==> config.mk <==
export PLATFORM = sky130hd
export DESIGN_NAME = input_port_ctrl_flat
export DESIGN_NICKNAME = d
export VERILOG_FILES = /design/src/rtl/input_port_ctrl_pkg.sv /design/src/rtl/input_port_ctrl_if.sv /design/src/rtl/input_port_ctrl_debouncer.sv /design/src/rtl/input_port_ctrl.sv /design/src/flat_wrapper.sv
export SDC_FILE = /design/constraint.sdc
export NUM_CORES = 1
export LEC_CHECK = 0
export ABC_AREA = 1
export CAP_MARGIN = 0
export CORE_ASPECT_RATIO = 0.7
export CORE_MARGIN = 5
export CORE_UTILIZATION = 45
export DETAILED_ROUTE_END_ITERATION = 10
export PLACE_DENSITY_LB_ADDON = 0.08
export SLEW_MARGIN = 20
export SYNTH_ARGS = -nofsm -noshare
export SYNTH_HDL_FRONTEND = slang
export SYNTH_SLANG_ARGS = --single-unit
==> constraint.sdc <==
create_clock -name clk -period 1.28 [get_ports clk]
set_input_delay 0.192 -clock clk [delete_from_list [all_inputs] [get_ports clk]]
set_output_delay 0.192 -clock clk [all_outputs]
set_load 0.02 [all_outputs]
==> src/rtl/input_port_ctrl_pkg.sv <==
// Shared constants for the memory-mapped input-port peripheral:
// register offsets within the 8-word window and CTRL field positions.
package input_port_pkg;

    localparam logic [2:0] OFF_LEVEL = 3'd0;
    localparam logic [2:0] OFF_RISE  = 3'd1;
    localparam logic [2:0] OFF_FALL  = 3'd2;
    localparam logic [2:0] OFF_CTRL  = 3'd3;
    localparam logic [2:0] OFF_CNT0  = 3'd4;
    localparam logic [2:0] OFF_CNT1  = 3'd5;

    localparam int BYPASS_LSB  = 0;
    localparam int IRQMASK_LSB = 8;
    localparam int IRQMASK_W   = 8;

endpackage

==> src/rtl/input_port_ctrl_if.sv <==
// Load/store bus between the core's address decoder and the input-port block.
interface input_port_ctrl_if #(
    parameter int BUS_SIZE = 32
);
    logic [7:0]          dirSelect;
    logic                wrEn;
    logic [BUS_SIZE-1:0] writeData;
    logic                hit;
    logic [BUS_SIZE-1:0] readData;

    modport master (output dirSelect, wrEn, writeData, input hit, readData);
    modport slave  (input dirSelect, wrEn, writeData, output hit, readData);
endinterface

==> src/rtl/input_port_ctrl_debouncer.sv <==
// One input pin: 2-FF synchroniser, stability counter and accepted level.
// Edge pulses are taken from the level about to be loaded, so flags set on the same edge.
module input_debouncer #(
    parameter int DEBOUNCE_CYCLES = 16
) (
    input  logic clk,
    input  logic rst,
    input  logic pin,
    input  logic bypass,
    output logic level,
    output logic rise_pulse,
    output logic fall_pulse
);

    localparam int DBW = (DEBOUNCE_CYCLES > 1) ? $clog2(DEBOUNCE_CYCLES) : 1;
    localparam logic [DBW-1:0] DB_LAST = DBW'(DEBOUNCE_CYCLES - 1);
    localparam logic [DBW-1:0] DB_ONE  = DBW'(1);
    localparam logic [DBW-1:0] DB_ZERO = DBW'(0);

    logic           sync1_q, sync1_d;
    logic           sync2_q, sync2_d;
    logic           level_q, level_d;
    logic [DBW-1:0] db_cnt_q, db_cnt_d;

    // Next-state: accept a new level once it has been stable long enough
    always_comb begin
        sync1_d  = pin;
        sync2_d  = sync1_q;
        level_d  = level_q;
        db_cnt_d = DB_ZERO;
        if (sync2_q == level_q) begin
            db_cnt_d = DB_ZERO;
        end else if ((db_cnt_q == DB_LAST) || bypass) begin
            level_d  = sync2_q;
            db_cnt_d = DB_ZERO;
        end else begin
            db_cnt_d = db_cnt_q + DB_ONE;
        end
    end

    // State registers with synchronous reset
    always_ff @(posedge clk) begin
        if (rst) begin
            sync1_q  <= 1'b0;
            sync2_q  <= 1'b0;
            level_q  <= 1'b0;
            db_cnt_q <= DB_ZERO;
        end else begin
            sync1_q  <= sync1_d;
            sync2_q  <= sync2_d;
            level_q  <= level_d;
            db_cnt_q <= db_cnt_d;
        end
    end

    assign level      = level_q;
    assign rise_pulse = level_d & ~level_q;
    assign fall_pulse = ~level_d & level_q;

endmodule

==> src/rtl/input_port_ctrl.sv <==
// Memory-mapped input port: debounced levels, sticky W1C edge flags,
// rising-edge counters for pins 0/1 and a registered interrupt.
module input_port_ctrl
    import input_port_pkg::*;
#(
    parameter int         NUM_INPUTS      = 2,
    parameter int         BUS_SIZE        = 32,
    parameter logic [7:0] BASE_ADDR       = 8'hF0,
    parameter int         DEBOUNCE_CYCLES = 16,
    parameter int         CNT_WIDTH       = 16
) (
    input  logic                  clk,
    input  logic                  rst,
    input  logic [NUM_INPUTS-1:0] inputPorts,
    input_port_ctrl_if.slave      bus,
    output logic                  irq
);

    logic [NUM_INPUTS-1:0] level_s, rise_pulse_s, fall_pulse_s;
    logic [NUM_INPUTS-1:0] rise_q, rise_d, fall_q, fall_d, bypass_q, bypass_d;
    logic [IRQMASK_W-1:0]  irq_mask_q, irq_mask_d;
    logic [CNT_WIDTH-1:0]  cnt0_q, cnt0_d, cnt1_q, cnt1_d;
    logic                  irq_q, irq_d;
    logic                  hit_s, wr_s, rise0_s, rise1_s;
    logic [2:0]            offset_s;
    logic [BUS_SIZE-1:0]   rd_s;
    logic                  unused_wdata_s;

    for (genvar i = 0; i < NUM_INPUTS; i++) begin : g_pin
        input_debouncer #(.DEBOUNCE_CYCLES(DEBOUNCE_CYCLES)) u_db (
            .clk        (clk),
            .rst        (rst),
            .pin        (inputPorts[i]),
            .bypass     (bypass_q[i]),
            .level      (level_s[i]),
            .rise_pulse (rise_pulse_s[i]),
            .fall_pulse (fall_pulse_s[i])
        );
    end

    assign rise0_s = rise_pulse_s[0];
    if (NUM_INPUTS >= 2) begin : g_cnt1_src
        assign rise1_s = rise_pulse_s[1];
    end else begin : g_no_cnt1_src
        assign rise1_s = 1'b0;
    end

    assign hit_s          = (bus.dirSelect[7:3] == BASE_ADDR[7:3]);
    assign offset_s       = bus.dirSelect[2:0];
    assign wr_s           = bus.wrEn & hit_s;
    assign unused_wdata_s = ^bus.writeData;

    // Register-file next state; a new edge beats a same-cycle W1C, a write beats a count
    always_comb begin
        rise_d     = rise_q;
        fall_d     = fall_q;
        bypass_d   = bypass_q;
        irq_mask_d = irq_mask_q;
        cnt0_d     = cnt0_q;
        cnt1_d     = cnt1_q;
        irq_d      = |((rise_q | fall_q) & irq_mask_q[NUM_INPUTS-1:0]);

        if (wr_s && (offset_s == OFF_RISE)) rise_d = rise_q & ~bus.writeData[NUM_INPUTS-1:0];
        else                                rise_d = rise_q;
        rise_d = rise_d | rise_pulse_s;

        if (wr_s && (offset_s == OFF_FALL)) fall_d = fall_q & ~bus.writeData[NUM_INPUTS-1:0];
        else                                fall_d = fall_q;
        fall_d = fall_d | fall_pulse_s;

        if (wr_s && (offset_s == OFF_CTRL)) begin
            bypass_d   = bus.writeData[BYPASS_LSB +: NUM_INPUTS];
            irq_mask_d = bus.writeData[IRQMASK_LSB +: IRQMASK_W];
        end else begin
            bypass_d   = bypass_q;
            irq_mask_d = irq_mask_q;
        end

        if (wr_s && (offset_s == OFF_CNT0)) cnt0_d = {CNT_WIDTH{1'b0}};
        else if (rise0_s)                   cnt0_d = cnt0_q + CNT_WIDTH'(1);
        else                                cnt0_d = cnt0_q;

        if (wr_s && (offset_s == OFF_CNT1)) cnt1_d = {CNT_WIDTH{1'b0}};
        else if (rise1_s)                   cnt1_d = cnt1_q + CNT_WIDTH'(1);
        else                                cnt1_d = cnt1_q;
    end

    // Register file flops with synchronous reset
    always_ff @(posedge clk) begin
        if (rst) begin
            rise_q     <= {NUM_INPUTS{1'b0}};
            fall_q     <= {NUM_INPUTS{1'b0}};
            bypass_q   <= {NUM_INPUTS{1'b0}};
            irq_mask_q <= {IRQMASK_W{1'b0}};
            cnt0_q     <= {CNT_WIDTH{1'b0}};
            cnt1_q     <= {CNT_WIDTH{1'b0}};
            irq_q      <= 1'b0;
        end else begin
            rise_q     <= rise_d;
            fall_q     <= fall_d;
            bypass_q   <= bypass_d;
            irq_mask_q <= irq_mask_d;
            cnt0_q     <= cnt0_d;
            cnt1_q     <= cnt1_d;
            irq_q      <= irq_d;
        end
    end

    // Combinational read mux for the single-cycle load path
    always_comb begin
        rd_s = {BUS_SIZE{1'b0}};
        case (offset_s)
            OFF_LEVEL: rd_s[NUM_INPUTS-1:0] = level_s;
            OFF_RISE:  rd_s[NUM_INPUTS-1:0] = rise_q;
            OFF_FALL:  rd_s[NUM_INPUTS-1:0] = fall_q;
            OFF_CTRL: begin
                rd_s[BYPASS_LSB +: NUM_INPUTS] = bypass_q;
                rd_s[IRQMASK_LSB +: IRQMASK_W] = irq_mask_q;
            end
            OFF_CNT0:  rd_s[CNT_WIDTH-1:0] = cnt0_q;
            OFF_CNT1:  rd_s[CNT_WIDTH-1:0] = cnt1_q;
            default:   rd_s = {BUS_SIZE{1'b0}};
        endcase
    end

    assign bus.hit      = hit_s;
    assign bus.readData = hit_s ? rd_s : {BUS_SIZE{1'b0}};
    assign irq          = irq_q;

endmodule

==> src/flat_wrapper.sv <==
// flat-port wrapper written by rule: the top's interface ports become plain ports
module input_port_ctrl_flat import input_port_pkg::*;
#(
    parameter int         NUM_INPUTS      = 2,
    parameter int         BUS_SIZE        = 32,
    parameter logic [7:0] BASE_ADDR       = 8'hF0,
    parameter int         DEBOUNCE_CYCLES = 16,
    parameter int         CNT_WIDTH       = 16
)
  (clk, rst, inputPorts, irq, bus_dirSelect, bus_wrEn, bus_writeData, bus_hit, bus_readData);
  input_port_ctrl_if #(.BUS_SIZE(BUS_SIZE)) bus_i ();
  input  logic clk;
  input  logic rst;
  input  logic [NUM_INPUTS-1:0] inputPorts;
  output logic irq;
  input wire logic [$bits(bus_i.dirSelect)-1:0] bus_dirSelect;
  input wire logic [$bits(bus_i.wrEn)-1:0] bus_wrEn;
  input wire logic [$bits(bus_i.writeData)-1:0] bus_writeData;
  output wire logic [$bits(bus_i.hit)-1:0] bus_hit;
  output wire logic [$bits(bus_i.readData)-1:0] bus_readData;
  assign bus_i.dirSelect = bus_dirSelect;
  assign bus_i.wrEn = bus_wrEn;
  assign bus_i.writeData = bus_writeData;
  assign bus_hit = bus_i.hit;
  assign bus_readData = bus_i.readData;
  input_port_ctrl #(.NUM_INPUTS(NUM_INPUTS), .BUS_SIZE(BUS_SIZE), .BASE_ADDR(BASE_ADDR), .DEBOUNCE_CYCLES(DEBOUNCE_CYCLES), .CNT_WIDTH(CNT_WIDTH)) u_core (.clk(clk), .rst(rst), .inputPorts(inputPorts), .bus(bus_i), .irq(irq));
endmodule
==> out/metrics.csv <==
stage,metric,value,unit
critical_path,crit path buf inv count,2,
critical_path,CP required,1.09,ns
clock_network,"CTS clk-pin slew, worst paths",0.07,ns
critical_path,Worst setup EP type,output port,
drt,Initial DRT Pass Iterations,5,
critical_path,startpoint types,register,
critical_path,CP cell instances,inv_2 -> nor2_2 -> nor2_1 -> nand2_1 -> nor2_1 -> a21oi_2 -> buf_6,
grt,vias in the first global route,3812,
drt,WL per Instance,15.71,microns
pwr,power density cells,718.7,mW/mm^2
outcome,status,"complete, but fails checks",
synth,#FFs+latches synth,61,
critical_path,slowest cell on the critical path,dfxtp_2,
critical_path,data arrival time of the worst path,1.28,ns
timing,final hold violation count,0,
timing,final setup TNS,-3.219,ns
pwr,Worst IR Drop VDD,0.0008324,V
synth,Cells after Synth,529,
timing,RSZ-0062 raised after global routing,true,
timing,minimum clock period,1.469,ns
clock_network,clock tree buffer depth,2,
pwr,total power draw,4.254,mW
timing,Final setup viols,41,
finish,ANT cells,0,
drt,Post-DRT Antenna Nets,0,
synth,Syn Area/Cell,6.601,sq um
grt,first-pass GRT wire length,17940,microns
timing,max-slew violation count,0,
synth,leading area contributor after synthesis,dfxtp_1,
floorplanning,die area,0.009650,sq mm
clock_network,clk_lat worst skew,0.36,ns
floorplanning,Starting Density,0.4708,
clock_network,Clock Sinks,61,
critical_path,biggest cell delay along the critical path,0.34,ns
clock_network,CTS buffer count,9,
drt,Vias,4075,
clock_network,TritonCTS clock tree,built,
synth,sequential share of the synthesized area,0.3497,
drt,Initial DRC Count,409,
critical_path,worst-path maximum fanout,3,
place,routability cong.,0.8971,
finish,Synth-to-Final Area Change,69.51,%
floorplanning,FP Rows,26,
floorplanning,chip width,115.3,microns
synth,YS warnings,0,
worst_hold_path,hold crit path type,primary input to register,
pwr,static leakage,2.504,nW
timing,final worst slack,-0.1894,ns
floorplanning,die extent in y,83.71,microns
job,max-cap violations,0,
place,dpl hpwl,7841,microns
drt,Residual DRC,0,
place,I/O Buffers,40,
drt,Detailed Route WL,12430,microns
grt,antenna violations before repair,0,
critical_path,Top Family by Delay on Critical Path,flip-flops,
drt,via/cell ratio,5.152,
timing,final critical-path share of the clock period,1.148,
grt,pin count of the biggest net entering global routing,16,
grt,gr ovfl total,0,
floorplanning,IO Pins,79,
floorplanning,Core Region,0.007417,sq mm
synth,area share of the largest cell type after synthesis,0.3497,
synth,main area contributors after synthesis,"dfxtp_1 (35%), nand2_1 (13%), nor2_1 (8.9%), inv_1 (7.2%), a21oi_1 (5.3%)",
clock_network,H-Tree Depth,3,
timing,Setup Skew,0.01423,ns
clock_network,clock root buffer,clkbuf_8,
synth,Unique masters post-synth,31,
synth,synthesized cell area,0.003492,sq mm
critical_path,critical path class,register to output port,
finish,share of post-route cells with drive strength above 1,0.5512,
outcome,failing checks,negative setup slack,
critical_path,cell mode on critical path,nor2_1,
grt,GRT Total Usage,0.2345,
finish,nets@finish,737,
timing,Max Fclk,0.6805,GHz
## logic make-up after synthesis
| family | count (synthesis) | share of synthesized area |
|---|---|---|
| simple gates | 279 | 0.3576 |
| fa+ha+maj | 4 | 0.01433 |
| compound gates | 73 | 0.1139 |
| buf+inv | 101 | 0.1383 |
| other cells | 1 | 0.001074 |
| xor+xnor | 10 | 0.02508 |
| flops | 61 | 0.3497 |
## power by group
part	switching, mW	internal, mW	leakage, nW
Combinational	0.198	0.146	1.88
Clock	0.804	1.20	0.116
Sequential	0.00721	1.90	0.511
Total	1.01	3.25	2.50
## stage by stage
stage	area (sq um)	setup slack (ns)	utilization	cells	hold WS (ns)
floorplan	3573	0.002950	-	544	0.2611
global placement	4546	-0.9743	0.6129	740	0.3986
detailed placement	4546	-1.017	0.6129	740	0.3962
CTS	5383	-0.1909	0.7257	775	0.3458
global route	5919	-0.3070	0.7981	791	0.3680
finish	5919	-0.1894	0.7981	791	0.3517
## synthesized netlist by cell type, drive strengths merged
cell type  number
nand2         128
nor2           98
inv            73
dfxtp          61
a21oi          39
nand3          36
buf            26
o21ai          23
nand4           8
nor3            8
xor2            6
ha              4
o22ai           4
xnor2           4
o221ai          3
a31oi           2
clkbuf          2
conb            1
nand3b          1
o2111ai         1
o211ai          1
## tightest hold or removal path: cells and delay by family
family	cells	cell delay (ns)
buf+inv	2	0.44
simple gates	1	0.03
## registers in the layout, indices dropped and copies added, names as in the netlist
name,cells
u_core.irq,1
u_core.bypass_q,2
u_core.irq_mask_q,8
u_core.cnt0_q,16
u_core.g_pin.u_db.sync2_q,2
u_core.cnt1_q,16
u_core.g_pin.u_db.sync1_q,2
u_core.g_pin.u_db.level,2
u_core.rise_q,2
u_core.fall_q,2
u_core.g_pin.u_db.db_cnt_q,8
## final timing paths
| path | startpoint | endpoint | slack, ns | cells after the start |
|---|---|---|---|---|
| max | u_core.fall_q[0] | bus_readData[0] | -0.19 | 7 |
| min | inputPorts[0] | u_core.g_pin[0].u_db.sync1_q | 0.35 | 3 |
| max reg2reg | u_core.cnt1_q[0] | u_core.cnt1_q[6] | -0.17 | 9 |
| min reg2reg | u_core.g_pin[0].u_db.sync1_q | u_core.g_pin[0].u_db.sync2_q | 0.41 | 2 |
## cell type report
cell class / instances / area, sq um
clock buffer: 12 / 155.1
clock inverter: 4 / 70.07
fill: 485 / 1498
inverter: 73 / 311.5
multi-input combinational: 382 / 2581
sequential: 61 / 1269
tap: 98 / 122.6
timing repair buffer: 160 / 1403
timing repair inverter: 1 / 7.507
## routing by layer
| metal | part of all wire | wire [microns] | global-route usage | vias up |
|---|---|---|---|---|
| met5 | 0 | 0 | 0 | - |
| met4 | 0.026 | 323 | 0.08849 | 0 |
| met3 | 0.060 | 749 | 0.05797 | 33 |
| met2 | 0.49 | 6063 | 0.3692 | 146 |
| met1 | 0.43 | 5289 | 0.3075 | 1932 |
| li1 | - | - | - | 1964 |
## cells in the final DEF, fill, tap and decap left out, types with 2 or more instances in the layout
cell type        synthesis  layout
a21oi_1                 37      16
a21oi_2                  2      21
a21oi_4                  0       2
buf_12                   0       3
buf_2                    2       5
buf_4                   21     100
buf_6                    3      34
buf_8                    0       2
bufinv_16                0       2
clkbuf_8                 0      11
clkdlybuf4s50_1          0      14
clkinv_2                 0       2
clkinvlp_4               0       3
conb_1                   1      16
dfxtp_1                 61      25
dfxtp_2                  0      35
ha_4                     0       4
inv_1                   67      34
inv_2                    6      30
inv_4                    0       5
nand2_1                118      85
nand2_2                  8      24
nand2_4                  2      19
nand3_1                 31      16
nand3_2                  5      12
nand3_4                  0       8
nand4_1                  8       8
nor2_1                  83      63
nor2_2                  10      18
nor2_4                   5      17
nor3_1                   8       3
nor3_2                   0       4
o21ai_0                 22      13
o21ai_1                  1       3
o21ai_2                  0       7
o221ai_4                 0       3
o22ai_1                  4       2
xnor2_1                  4       3
xor2_1                   6       5
## repair_timing
item / CTS / global route
hold buffers: 0 / 0
setup buffers: 18 / 18
cloned: 2 / 1
gates resized for setup: 283 / 123
setup endpoints to repair: 62 / 64
pin swaps: 50 / 68
Note: power is estimated with default switching activity, not from simulation.
